<file path="config.mk">
export PLATFORM = sky130hd
export DESIGN_NAME = inst_fetch_ctrl_flat
export DESIGN_NICKNAME = d
export VERILOG_FILES = /design/src/rtl/inst_fetch_ctrl_pkg.sv /design/src/rtl/inst_fetch_ctrl_if.sv /design/src/rtl/inst_fetch_ctrl.sv /design/src/flat_wrapper.sv
export SDC_FILE = /design/constraint.sdc
export NUM_CORES = 1
export LEC_CHECK = 0
export ABC_CLOCK_PERIOD_IN_PS = 3340
export BUFFER_PORTS_ARGS = -buffer_cell sky130_fd_sc_hd__buf_2
export CORE_ASPECT_RATIO = 0.9
export CORE_MARGIN = 2
export CORE_UTILIZATION = 41
export CTS_CLUSTER_DIAMETER = 60
export DETAILED_ROUTE_END_ITERATION = 8
export GPL_TIMING_DRIVEN = 0
export PLACE_DENSITY = 0.69
export SETUP_SLACK_MARGIN = 0.02
export SLEW_MARGIN = 0
export SYNTH_ARGS = -nofsm -noshare
export SYNTH_HDL_FRONTEND = slang
export SYNTH_SLANG_ARGS = --single-unit
</file>
<file path="constraint.sdc">
create_clock -name clk -period 3.34 [get_ports clk]
set_input_delay 0.501 -clock clk [delete_from_list [all_inputs] [get_ports clk]]
set_output_delay 0.501 -clock clk [all_outputs]
set_load 0.01 [all_outputs]
</file>
<file path="src/rtl/inst_fetch_ctrl_pkg.sv">
// -----------------------------------------------------------------------------
// inst_fetch_ctrl_pkg
// Shared widths, fetch-controller state encoding and small address helpers
// used by the instruction-fetch controller, its bus interface and the bench.
// -----------------------------------------------------------------------------
package inst_fetch_ctrl_pkg;

   localparam int ADDR_W      = 32;
   localparam int INST_W      = 32;
   localparam int FETCH_BYTES = 4;
   localparam int CNT_W       = 3;

   // Counter value at which all bytes of a word have been issued/received.
   localparam logic [CNT_W-1:0] FETCH_CNT = CNT_W'(FETCH_BYTES);
   // Receive count of the final byte of a word.
   localparam logic [CNT_W-1:0] LAST_IDX  = CNT_W'(FETCH_BYTES - 1);

   typedef enum logic [1:0] {
      ST_IDLE  = 2'b00,
      ST_FETCH = 2'b01,
      ST_FILL  = 2'b10
   } state_e;

   // Force a byte address onto its containing word.
   function automatic logic [ADDR_W-1:0] word_align(input logic [ADDR_W-1:0] addr);
      return {addr[ADDR_W-1:2], 2'b00};
   endfunction

   // Byte address of the cnt-th byte of the word at base; wraps modulo 2^ADDR_W.
   function automatic logic [ADDR_W-1:0] byte_addr(input logic [ADDR_W-1:0] base,
                                                   input logic [CNT_W-1:0]  cnt);
      return base + {{(ADDR_W-CNT_W){1'b0}}, cnt};
   endfunction

endpackage

</file>
<file path="src/rtl/inst_fetch_ctrl_if.sv">
// -----------------------------------------------------------------------------
// inst_fetch_ctrl_if
// Bundles the three buses the fetch controller sits between:
//   IF side    : req_i, pc_i, flush_i -> inst_valid_o, inst_o, busy_o
//   cache side : cache_addr_o, cache_work_o, cache_data_o <- cache_data_i, cache_hit_i
//   memory side: mem_rd_o, mem_addr_o <- mem_gnt_i, mem_din_i
// Signal suffixes are from the controller's point of view.
// Modports:
//   slave  - the fetch controller (it serves requests from the IF stage)
//   master - the surrounding environment (IF stage, cache, byte memory)
// -----------------------------------------------------------------------------
interface inst_fetch_ctrl_if;
   import inst_fetch_ctrl_pkg::*;

   // IF stage
   logic              req_i;
   logic [ADDR_W-1:0] pc_i;
   logic              flush_i;
   logic              inst_valid_o;
   logic [INST_W-1:0] inst_o;
   logic              busy_o;

   // Instruction cache
   logic [ADDR_W-1:0] cache_addr_o;
   logic [INST_W-1:0] cache_data_i;
   logic              cache_hit_i;
   logic              cache_work_o;
   logic [INST_W-1:0] cache_data_o;

   // Byte-wide memory port
   logic              mem_rd_o;
   logic [ADDR_W-1:0] mem_addr_o;
   logic              mem_gnt_i;
   logic [7:0]        mem_din_i;

   modport slave (
      input  req_i, pc_i, flush_i,
      output inst_valid_o, inst_o, busy_o,
      output cache_addr_o, cache_work_o, cache_data_o,
      input  cache_data_i, cache_hit_i,
      output mem_rd_o, mem_addr_o,
      input  mem_gnt_i, mem_din_i
   );

   modport master (
      output req_i, pc_i, flush_i,
      input  inst_valid_o, inst_o, busy_o,
      input  cache_addr_o, cache_work_o, cache_data_o,
      output cache_data_i, cache_hit_i,
      input  mem_rd_o, mem_addr_o,
      output mem_gnt_i, mem_din_i
   );

endinterface

</file>
<file path="src/rtl/inst_fetch_ctrl.sv">
// -----------------------------------------------------------------------------
// inst_fetch_ctrl
// Instruction-fetch controller between the IF stage and a direct-mapped
// instruction cache. A request probes the cache in the same cycle; a hit is
// returned one cycle later. A miss reads the four bytes of the word over the
// byte-wide memory port, assembles them little-endian, writes the word into
// the cache (this block is the only cache writer) and hands it to IF.
//
// Ports:
//   clk  - system clock, rising edge
//   rst  - asynchronous active-high reset
//   rdy  - global enable; low freezes every register
//   bus  - inst_fetch_ctrl_if.slave (IF, cache and memory buses)
//
// Configuration macro: INST_FETCH_ICACHE_EN
//   defined   - cache lookups and cache refill writes are active
//   undefined - every request misses; cache_work_o, cache_addr_o and
//               cache_data_o are held at zero; miss latency is unchanged
// -----------------------------------------------------------------------------
module inst_fetch_ctrl
   import inst_fetch_ctrl_pkg::*;
(
   input  logic                clk,
   input  logic                rst,
   input  logic                rdy,
   inst_fetch_ctrl_if.slave    bus
);

   state_e            state_q, state_d;
   logic [ADDR_W-1:0] pc_q, pc_d;
   logic [CNT_W-1:0]  issue_cnt_q, issue_cnt_d;
   logic [CNT_W-1:0]  rx_cnt_q, rx_cnt_d;
   logic              rx_pend_q, rx_pend_d;     // a read was granted last cycle
   logic [INST_W-1:0] buf_q, buf_d;
   logic [INST_W-1:0] inst_q, inst_d;
   logic              inst_valid_q, inst_valid_d;

   logic              hit_s;
   logic              issue_s;
   logic              grant_s;
   logic [ADDR_W-1:0] mem_addr_s;

`ifdef INST_FETCH_ICACHE_EN
   assign hit_s = bus.cache_hit_i;
`else
   // Without the cache every request is treated as a miss.
   logic cache_unused_s;
   assign hit_s          = 1'b0;
   assign cache_unused_s = ^{bus.cache_hit_i, bus.pc_i[1:0]};
`endif

   // Memory read issue: only in FETCH, while bytes remain, never on flush or freeze.
   always_comb begin
      issue_s    = 1'b0;
      mem_addr_s = {ADDR_W{1'b0}};
      if (state_q == ST_FETCH) begin
         issue_s    = rdy & ~bus.flush_i & (issue_cnt_q < FETCH_CNT);
         mem_addr_s = byte_addr(pc_q, issue_cnt_q);
      end else begin
         issue_s    = 1'b0;
         mem_addr_s = {ADDR_W{1'b0}};
      end
   end

   assign grant_s = issue_s & bus.mem_gnt_i;

   // Next-state and datapath update; with rdy low every register keeps its value.
   always_comb begin
      state_d      = state_q;
      pc_d         = pc_q;
      issue_cnt_d  = issue_cnt_q;
      rx_cnt_d     = rx_cnt_q;
      rx_pend_d    = rx_pend_q;
      buf_d        = buf_q;
      inst_d       = inst_q;
      inst_valid_d = inst_valid_q;

      if (rdy) begin
         inst_valid_d = 1'b0;
         rx_pend_d    = 1'b0;
         case (state_q)
            ST_IDLE: begin
               if (bus.req_i && !bus.flush_i) begin
                  if (hit_s) begin
                     inst_d       = bus.cache_data_i;
                     inst_valid_d = 1'b1;
                  end else begin
                     pc_d        = word_align(bus.pc_i);
                     issue_cnt_d = {CNT_W{1'b0}};
                     rx_cnt_d    = {CNT_W{1'b0}};
                     state_d     = ST_FETCH;
                  end
               end else begin
                  state_d = ST_IDLE;
               end
            end

            ST_FETCH: begin
               if (bus.flush_i) begin
                  // Nothing can be granted this cycle, so no byte is left in flight;
                  // a byte returning now is simply dropped.
                  state_d = ST_IDLE;
               end else begin
                  if (grant_s) begin
                     issue_cnt_d = issue_cnt_q + 3'd1;
                     rx_pend_d   = 1'b1;
                  end else begin
                     rx_pend_d   = 1'b0;
                  end

                  if (rx_pend_q) begin
                     // Shift in from the top: after four bytes, byte 0 sits in [7:0].
                     buf_d    = {bus.mem_din_i, buf_q[INST_W-1:8]};
                     rx_cnt_d = rx_cnt_q + 3'd1;
                     if (rx_cnt_q == LAST_IDX) begin
                        state_d = ST_FILL;
                     end else begin
                        state_d = ST_FETCH;
                     end
                  end else begin
                     state_d = ST_FETCH;
                  end
               end
            end

            ST_FILL: begin
               if (bus.flush_i) begin
                  state_d = ST_IDLE;
               end else begin
                  inst_d       = buf_q;
                  inst_valid_d = 1'b1;
                  state_d      = ST_IDLE;
               end
            end

            default: begin
               state_d = ST_IDLE;
            end
         endcase
      end else begin
         inst_valid_d = inst_valid_q;
      end
   end

   // State and datapath registers.
   always_ff @(posedge clk or posedge rst) begin
      if (rst) begin
         state_q      <= ST_IDLE;
         pc_q         <= {ADDR_W{1'b0}};
         issue_cnt_q  <= {CNT_W{1'b0}};
         rx_cnt_q     <= {CNT_W{1'b0}};
         rx_pend_q    <= 1'b0;
         buf_q        <= {INST_W{1'b0}};
         inst_q       <= {INST_W{1'b0}};
         inst_valid_q <= 1'b0;
      end else begin
         state_q      <= state_d;
         pc_q         <= pc_d;
         issue_cnt_q  <= issue_cnt_d;
         rx_cnt_q     <= rx_cnt_d;
         rx_pend_q    <= rx_pend_d;
         buf_q        <= buf_d;
         inst_q       <= inst_d;
         inst_valid_q <= inst_valid_d;
      end
   end

`ifdef INST_FETCH_ICACHE_EN
   // Cache port: probe with the live PC in IDLE, refill at the latched PC in FILL.
   always_comb begin
      bus.cache_addr_o = pc_q;
      bus.cache_work_o = 1'b0;
      bus.cache_data_o = {INST_W{1'b0}};
      if (state_q == ST_IDLE) begin
         bus.cache_addr_o = bus.pc_i;
      end else begin
         bus.cache_addr_o = pc_q;
      end
      if (state_q == ST_FILL) begin
         bus.cache_work_o = rdy & ~bus.flush_i;
         bus.cache_data_o = buf_q;
      end else begin
         bus.cache_work_o = 1'b0;
         bus.cache_data_o = {INST_W{1'b0}};
      end
   end
`else
   assign bus.cache_addr_o = {ADDR_W{1'b0}};
   assign bus.cache_work_o = 1'b0;
   assign bus.cache_data_o = {INST_W{1'b0}};
`endif

   assign bus.mem_rd_o     = issue_s;
   assign bus.mem_addr_o   = mem_addr_s;
   assign bus.inst_o       = inst_q;
   assign bus.inst_valid_o = inst_valid_q;
   assign bus.busy_o       = (state_q != ST_IDLE);

endmodule

</file>
<file path="src/flat_wrapper.sv">
// flat-port wrapper written by rule: the top's interface ports become plain ports
module inst_fetch_ctrl_flat import inst_fetch_ctrl_pkg::*;
  (clk, rst, rdy, bus_req_i, bus_pc_i, bus_flush_i, bus_inst_valid_o, bus_inst_o, bus_busy_o, bus_cache_addr_o, bus_cache_work_o, bus_cache_data_o, bus_cache_data_i, bus_cache_hit_i, bus_mem_rd_o, bus_mem_addr_o, bus_mem_gnt_i, bus_mem_din_i);
  inst_fetch_ctrl_if bus_i ();
  input  logic clk;
  input  logic rst;
  input  logic rdy;
  input wire logic [$bits(bus_i.req_i)-1:0] bus_req_i;
  input wire logic [$bits(bus_i.pc_i)-1:0] bus_pc_i;
  input wire logic [$bits(bus_i.flush_i)-1:0] bus_flush_i;
  output wire logic [$bits(bus_i.inst_valid_o)-1:0] bus_inst_valid_o;
  output wire logic [$bits(bus_i.inst_o)-1:0] bus_inst_o;
  output wire logic [$bits(bus_i.busy_o)-1:0] bus_busy_o;
  output wire logic [$bits(bus_i.cache_addr_o)-1:0] bus_cache_addr_o;
  output wire logic [$bits(bus_i.cache_work_o)-1:0] bus_cache_work_o;
  output wire logic [$bits(bus_i.cache_data_o)-1:0] bus_cache_data_o;
  input wire logic [$bits(bus_i.cache_data_i)-1:0] bus_cache_data_i;
  input wire logic [$bits(bus_i.cache_hit_i)-1:0] bus_cache_hit_i;
  output wire logic [$bits(bus_i.mem_rd_o)-1:0] bus_mem_rd_o;
  output wire logic [$bits(bus_i.mem_addr_o)-1:0] bus_mem_addr_o;
  input wire logic [$bits(bus_i.mem_gnt_i)-1:0] bus_mem_gnt_i;
  input wire logic [$bits(bus_i.mem_din_i)-1:0] bus_mem_din_i;
  assign bus_i.req_i = bus_req_i;
  assign bus_i.pc_i = bus_pc_i;
  assign bus_i.flush_i = bus_flush_i;
  assign bus_inst_valid_o = bus_i.inst_valid_o;
  assign bus_inst_o = bus_i.inst_o;
  assign bus_busy_o = bus_i.busy_o;
  assign bus_cache_addr_o = bus_i.cache_addr_o;
  assign bus_cache_work_o = bus_i.cache_work_o;
  assign bus_cache_data_o = bus_i.cache_data_o;
  assign bus_i.cache_data_i = bus_cache_data_i;
  assign bus_i.cache_hit_i = bus_cache_hit_i;
  assign bus_mem_rd_o = bus_i.mem_rd_o;
  assign bus_mem_addr_o = bus_i.mem_addr_o;
  assign bus_i.mem_gnt_i = bus_mem_gnt_i;
  assign bus_i.mem_din_i = bus_mem_din_i;
  inst_fetch_ctrl u_core (.clk(clk), .rst(rst), .rdy(rdy), .bus(bus_i));
endmodule
</file>
# Word-level counts from Yosys, hierarchy flattened
# Cells that the tools add are included.
# W data, S select, Z words.
# op_classes
addsub	3
reduce_logical	10
magnitude_cmp	1
eq_ne	7
mux	19
shifts	0
multipliers	0
bitwise	4
n_div	0
# op_table
cell	count
$add A32 B3 Y32	1
$mux W32	1
$mux W3	5
$pmux W3 S2	2
$reduce_and A5 Y1	2
$mux W1	7
$add A3 B1 Y3 const B	2
$mux W2	3
$ne A2 B1 Y1 const B	3
$reduce_and A3 Y1	2
$pmux W2 S2	1
$reduce_and A4 Y1	1
$reduce_bool A2 Y1	2
$and A1 B1 Y1	3
$eq A3 B2 Y1 const B	1
$lt A3 B3 Y1 const B	1
$eq A2 B1 Y1 const B	1
$eq A2 B2 Y1 const B	1
$logic_not A2 Y1	1
$ne A2 B2 Y1 const B	1
$logic_and A1 B1 Y1	1
$logic_not A1 Y1	1
$not A1 Y1	1
# word_totals
latch_bits	0
wordCells	52
mem_count	0
ramBits	0
mem_bits_ro	0
register_bits	104
inputBits	79
output_inout_bits	132

# Depth between registers and ports, before layout
# depth
depth_word	8
ltp_mapped	8
ltp_nobuf	6

# Worst setup path before layout
# No wires, ideal clock.
# synth_path
path_kind	register to output
from	register u_core.issue_cnt_q[2]
to	output port bus_mem_addr_o[30]
path_slack_ns	0.878
required_ns	2.839
stages_incl_launch_ff	9
t_arrival_ns	1.961
cell_sequence	dfrtp_1 > ha_1 > ha_1 > and2_1 > buf_2 > nand4_4 > buf_6 > or4_1 > a21oi_1
# synth_via
elab_chain_len	2
# synth_lines
item	line	source
from (decl)	inst_fetch_ctrl.sv:31	logic [CNT_W-1:0] issue_cnt_q, issue_cnt_d;
from (signal assigned)	inst_fetch_ctrl.sv:150	issue_cnt_q <= {CNT_W{1'b0}};
from (signal assigned)	inst_fetch_ctrl.sv:159	issue_cnt_q <= issue_cnt_d;
$add A32 B3 Y32	inst_fetch_ctrl_pkg.sv:32	return base + {{(ADDR_W-CNT_W){1'b0}}, cnt};
$mux W32	inst_fetch_ctrl.sv:56	if (state_q == ST_FETCH) begin
to (decl)	flat_wrapper.sv:20	output wire logic [$bits(bus_i.mem_addr_o)-1:0] bus_mem_addr_o;
# No other way between the ends.

# Final worst setup path
# Ends and elaborated chain as after synthesis.

==> qor.yml <==
status: "completed"
io-pin-count: 211
first_iter_violations: 185
die_width_um: 123
synth_cell_types: 38
antenna_found_initial: 0
wl_mm: 11.2
rsz0062_at_grt: "no"
port_buffers: 110
cts_setup_buffers: 0
dr.pass1.iters: 4
drt-met1-wl_mm: 4.40
post-route-min-period_ns: 3.13
grt_pass1_vias: 3610
drcViolationCount: 0
setup_viol_count_final: 0
synth_edf_count: 0
synth_ff_type: "dfrtp_1"
vias: 3785
cap_violations: 0
avgSynthCellArea_sq_um: 11.9
place_congestion: 0.811
wl_met3_mm: 1.11
yosysTopAreaCellShare_pct: 49.6
dieHeight_um: 111
floorplan.initialDensity_pct: 41.7
ys_seq_elements: 104
core-area_sq_um: 12600
fin_crit_sh_pct: 93.7
p_leak_uw: 0.00351
whs_ns: 0.146
path_max_fanout: 10
ant_nets: 0
wl_met2_mm: 5.51
yosysTopAreaCell: "dfrtp_1"
rrSetupSlack_ns: 1.39
yosysWarnings: 0
power.share.clock_pct: 32.3
p_comb_share_pct: 18.7
antenna_cells: 0
grt_start_max_net_pins: 77
ctsResizeCount: 0
max_slew.worst_pin.slew_ns: 0.613
worstSetupStartpointType: "flip-flop"
clk_pin_slew_ns: 0.07
htree_levels: 3
synthCells: 443
synth_area_leaders: "dfrtp_1 (50%), mux2_2 (20%), buf_4 (9.3%)"
dp_hpwl_mm: 8.57
final_layout_size_suffix_gt1_share_pct: 47.3
tritoncts: "done"
seqPwrFrac_pct: 49.0
worstSetupEndpointType: "output port"
drv_slew: 0
root_buffer: "clkbuf_16"
path_class: "reg -> out"
internal_power_uw: 2210
slew_headroom_pct: 59.0
fp-row-count: 39
yosysSeqAreaShare_pct: 49.6
fmax_ghz: 0.320
clock_latency_ns: 0.34
die_area_sq_um: 13700
cts_made_buffers: 9
power.switching_uw: 945
area.growth.synth_to_final_pct: 25.2
skew_ns: 0.00473
switching_share_pct: 29.9
final_net_count: 713
synthArstFlopShare_pct: 100
fin_cells: 798
cts_buffer_depth: 2
wire_per_inst_um: 14.0
routed.top_layer: "met4"
finalHoldViolCount: 0
dp.cells: 782
ir_worst_vdd_uv: 492
track_usage_pct: 16.8
crit_required_ns: 2.84
cts_sinks: 104
grt_pass1_wl_mm: 17.8
crit_arrival_ns: 2.63
grt-ovfl-total: 0
powerDensity_nw_per_um2: 480
netlist_area_sq_um: 5250
holdBufCountCts: 0
hold_path_class: "in -> async"
vias_per_cell: 4.74
sequential cells by signal (all words and copies together) (netlist names):
name,flops
u_core.buf_q,32
u_core.bus.inst_valid_o,1
u_core.rx_cnt_q,3
u_core.issue_cnt_q,3
u_core.state_q,2
u_core.bus.inst_o,32
u_core.pc_q,30
u_core.rx_pend_q,1
metrics by stage:
| stage | setup TNS [ns] | worst slack (ns) | total power (uW) | area (sq um) | util (%) |
|---|---|---|---|---|---|
| after floorplan | 0 | 0.107 | 1960 | 5490 | - |
| after global placement | -104.80 | -1.02 | 2120 | 6250 | 49.6 |
| after detailed placement | 0 | 0.529 | 2160 | 6280 | 49.9 |
| after CTS | 0 | 0.139 | 3200 | 6570 | 52.2 |
| after global routing | 0 | 0.0454 | 3340 | 6570 | 52.2 |
| final | 0 | 0.212 | 3160 | 6570 | 52.2 |
worst paths after layout:
kind                                            to  depth (start not counted)                    start
setup / recovery                bus_mem_addr_o[30]                          9    u_core.issue_cnt_q[2]
setup reg to reg                   u_core.buf_q[0]                          5        u_core.state_q[1]
hold / removal                     u_core.pc_q[22]                          2                      rst
hold reg to reg            u_core.bus.inst_valid_o                          1  u_core.bus.inst_valid_o
min in group clk                  u_core.buf_q[28]                          2         bus_mem_din_i[4]
max in group asynchronous         u_core.rx_pend_q                          3                      rst
cell families after synthesis:
| logic type | share of synthesized area, % |
|---|---|
| simple gates | 10.1 |
| buf+inv | 11.8 |
| fa+ha+maj | 1.19 |
| compound gates | 5.15 |
| other cells | 0.0714 |
| xor+xnor | 1.83 |
| mux | 20.3 |
| flops | 49.6 |
routing by layer:
| metal | vias to the layer above | track usage (%) |
|---|---|---|
| met4 | 0 | 4.70 |
| met3 | 12 | 6.20 |
| met5 | - | 0 |
| met1 | 1810 | 19.6 |
| li1 | 1815 | - |
| met2 | 148 | 28.7 |
worst max-delay path, cell delays in order, from the launching register on:
cell and delay, ns:
dfrtp_1 0.41, ha_2 0.22, ha_1 0.18, and2_1 0.12, buf_2 0.19, nand4_4 0.14, buf_6 0.17, or4_1 0.51
a21oi_2 0.18, buf_2 0.15
cell usage in the layout (no fill, tap or decap), types with 2 or more instances in the layout:
cell | synthesis | routed
o31ai_1 | 13 | 13
nor2b_1 | 2 | 2
buf_6 | 2 | 2
buf_4 | 65 | 65
or3_1 | 4 | 4
and4_1 | 4 | 4
clkbuf_1 | 10 | 11
xnor2_1 | 3 | 3
o21ai_0 | 6 | 6
nand3_1 | 11 | 11
a21oi_1 | 19 | 18
buf_2 | 8 | 118
inv_8 | 0 | 2
nand4_1 | 9 | 9
and3_1 | 3 | 3
xor2_1 | 8 | 8
ha_1 | 5 | 4
or4_1 | 13 | 13
conb_1 | 1 | 65
nor2_1 | 16 | 16
and2_1 | 6 | 6
a21o_1 | 2 | 2
clkbuf_16 | 0 | 9
inv_1 | 8 | 7
nand2_1 | 14 | 14
mux2_2 | 94 | 94
dfrtp_1 | 104 | 104
cell usage after synthesis (2+ instances only):
| cell type | instances |
|---|---|
| dfrtp_1 | 104 |
| nor2_1 | 16 |
| and3_1 | 3 |
| and4_1 | 4 |
| mux2_2 | 94 |
| o21ai_0 | 6 |
| and2_1 | 6 |
| xor2_1 | 8 |
| a21oi_1 | 19 |
| inv_1 | 8 |
| nand3_1 | 11 |
| o31ai_1 | 13 |
| buf_4 | 65 |
| xnor2_1 | 3 |
| a21o_1 | 2 |
| buf_2 | 8 |
| ha_1 | 5 |
| nor2b_1 | 2 |
| or3_1 | 4 |
| or4_1 | 13 |
| buf_6 | 2 |
| clkbuf_1 | 10 |
| nand4_1 | 9 |
| nand2_1 | 14 |
power groups by stage:
stage                     combinational (uW)  sequential (uW)  clock [uW]
after floorplan                          435             1520           0
after global placement                   564             1560           0
after detailed placement                 588             1570           0
after CTS                                592             1540        1060
after global routing                     658             1570        1110
final                                    590             1550        1020
final cells by class:
| cell class | count | area [sq um] |
|---|---|---|
| Buffer | 85 | 588 |
| Clock buffer | 10 | 229 |
| Clock inverter | 6 | 61.3 |
| Fill cell | 1137 | 6020 |
| Inverter | 8 | 32.5 |
| Multi-Input combinational cell | 310 | 2280 |
| Sequential cell | 104 | 2600 |
| Tap cell | 164 | 205 |
| Timing Repair Buffer | 111 | 578 |
Note: power is estimated with default switching activity, not from simulation.
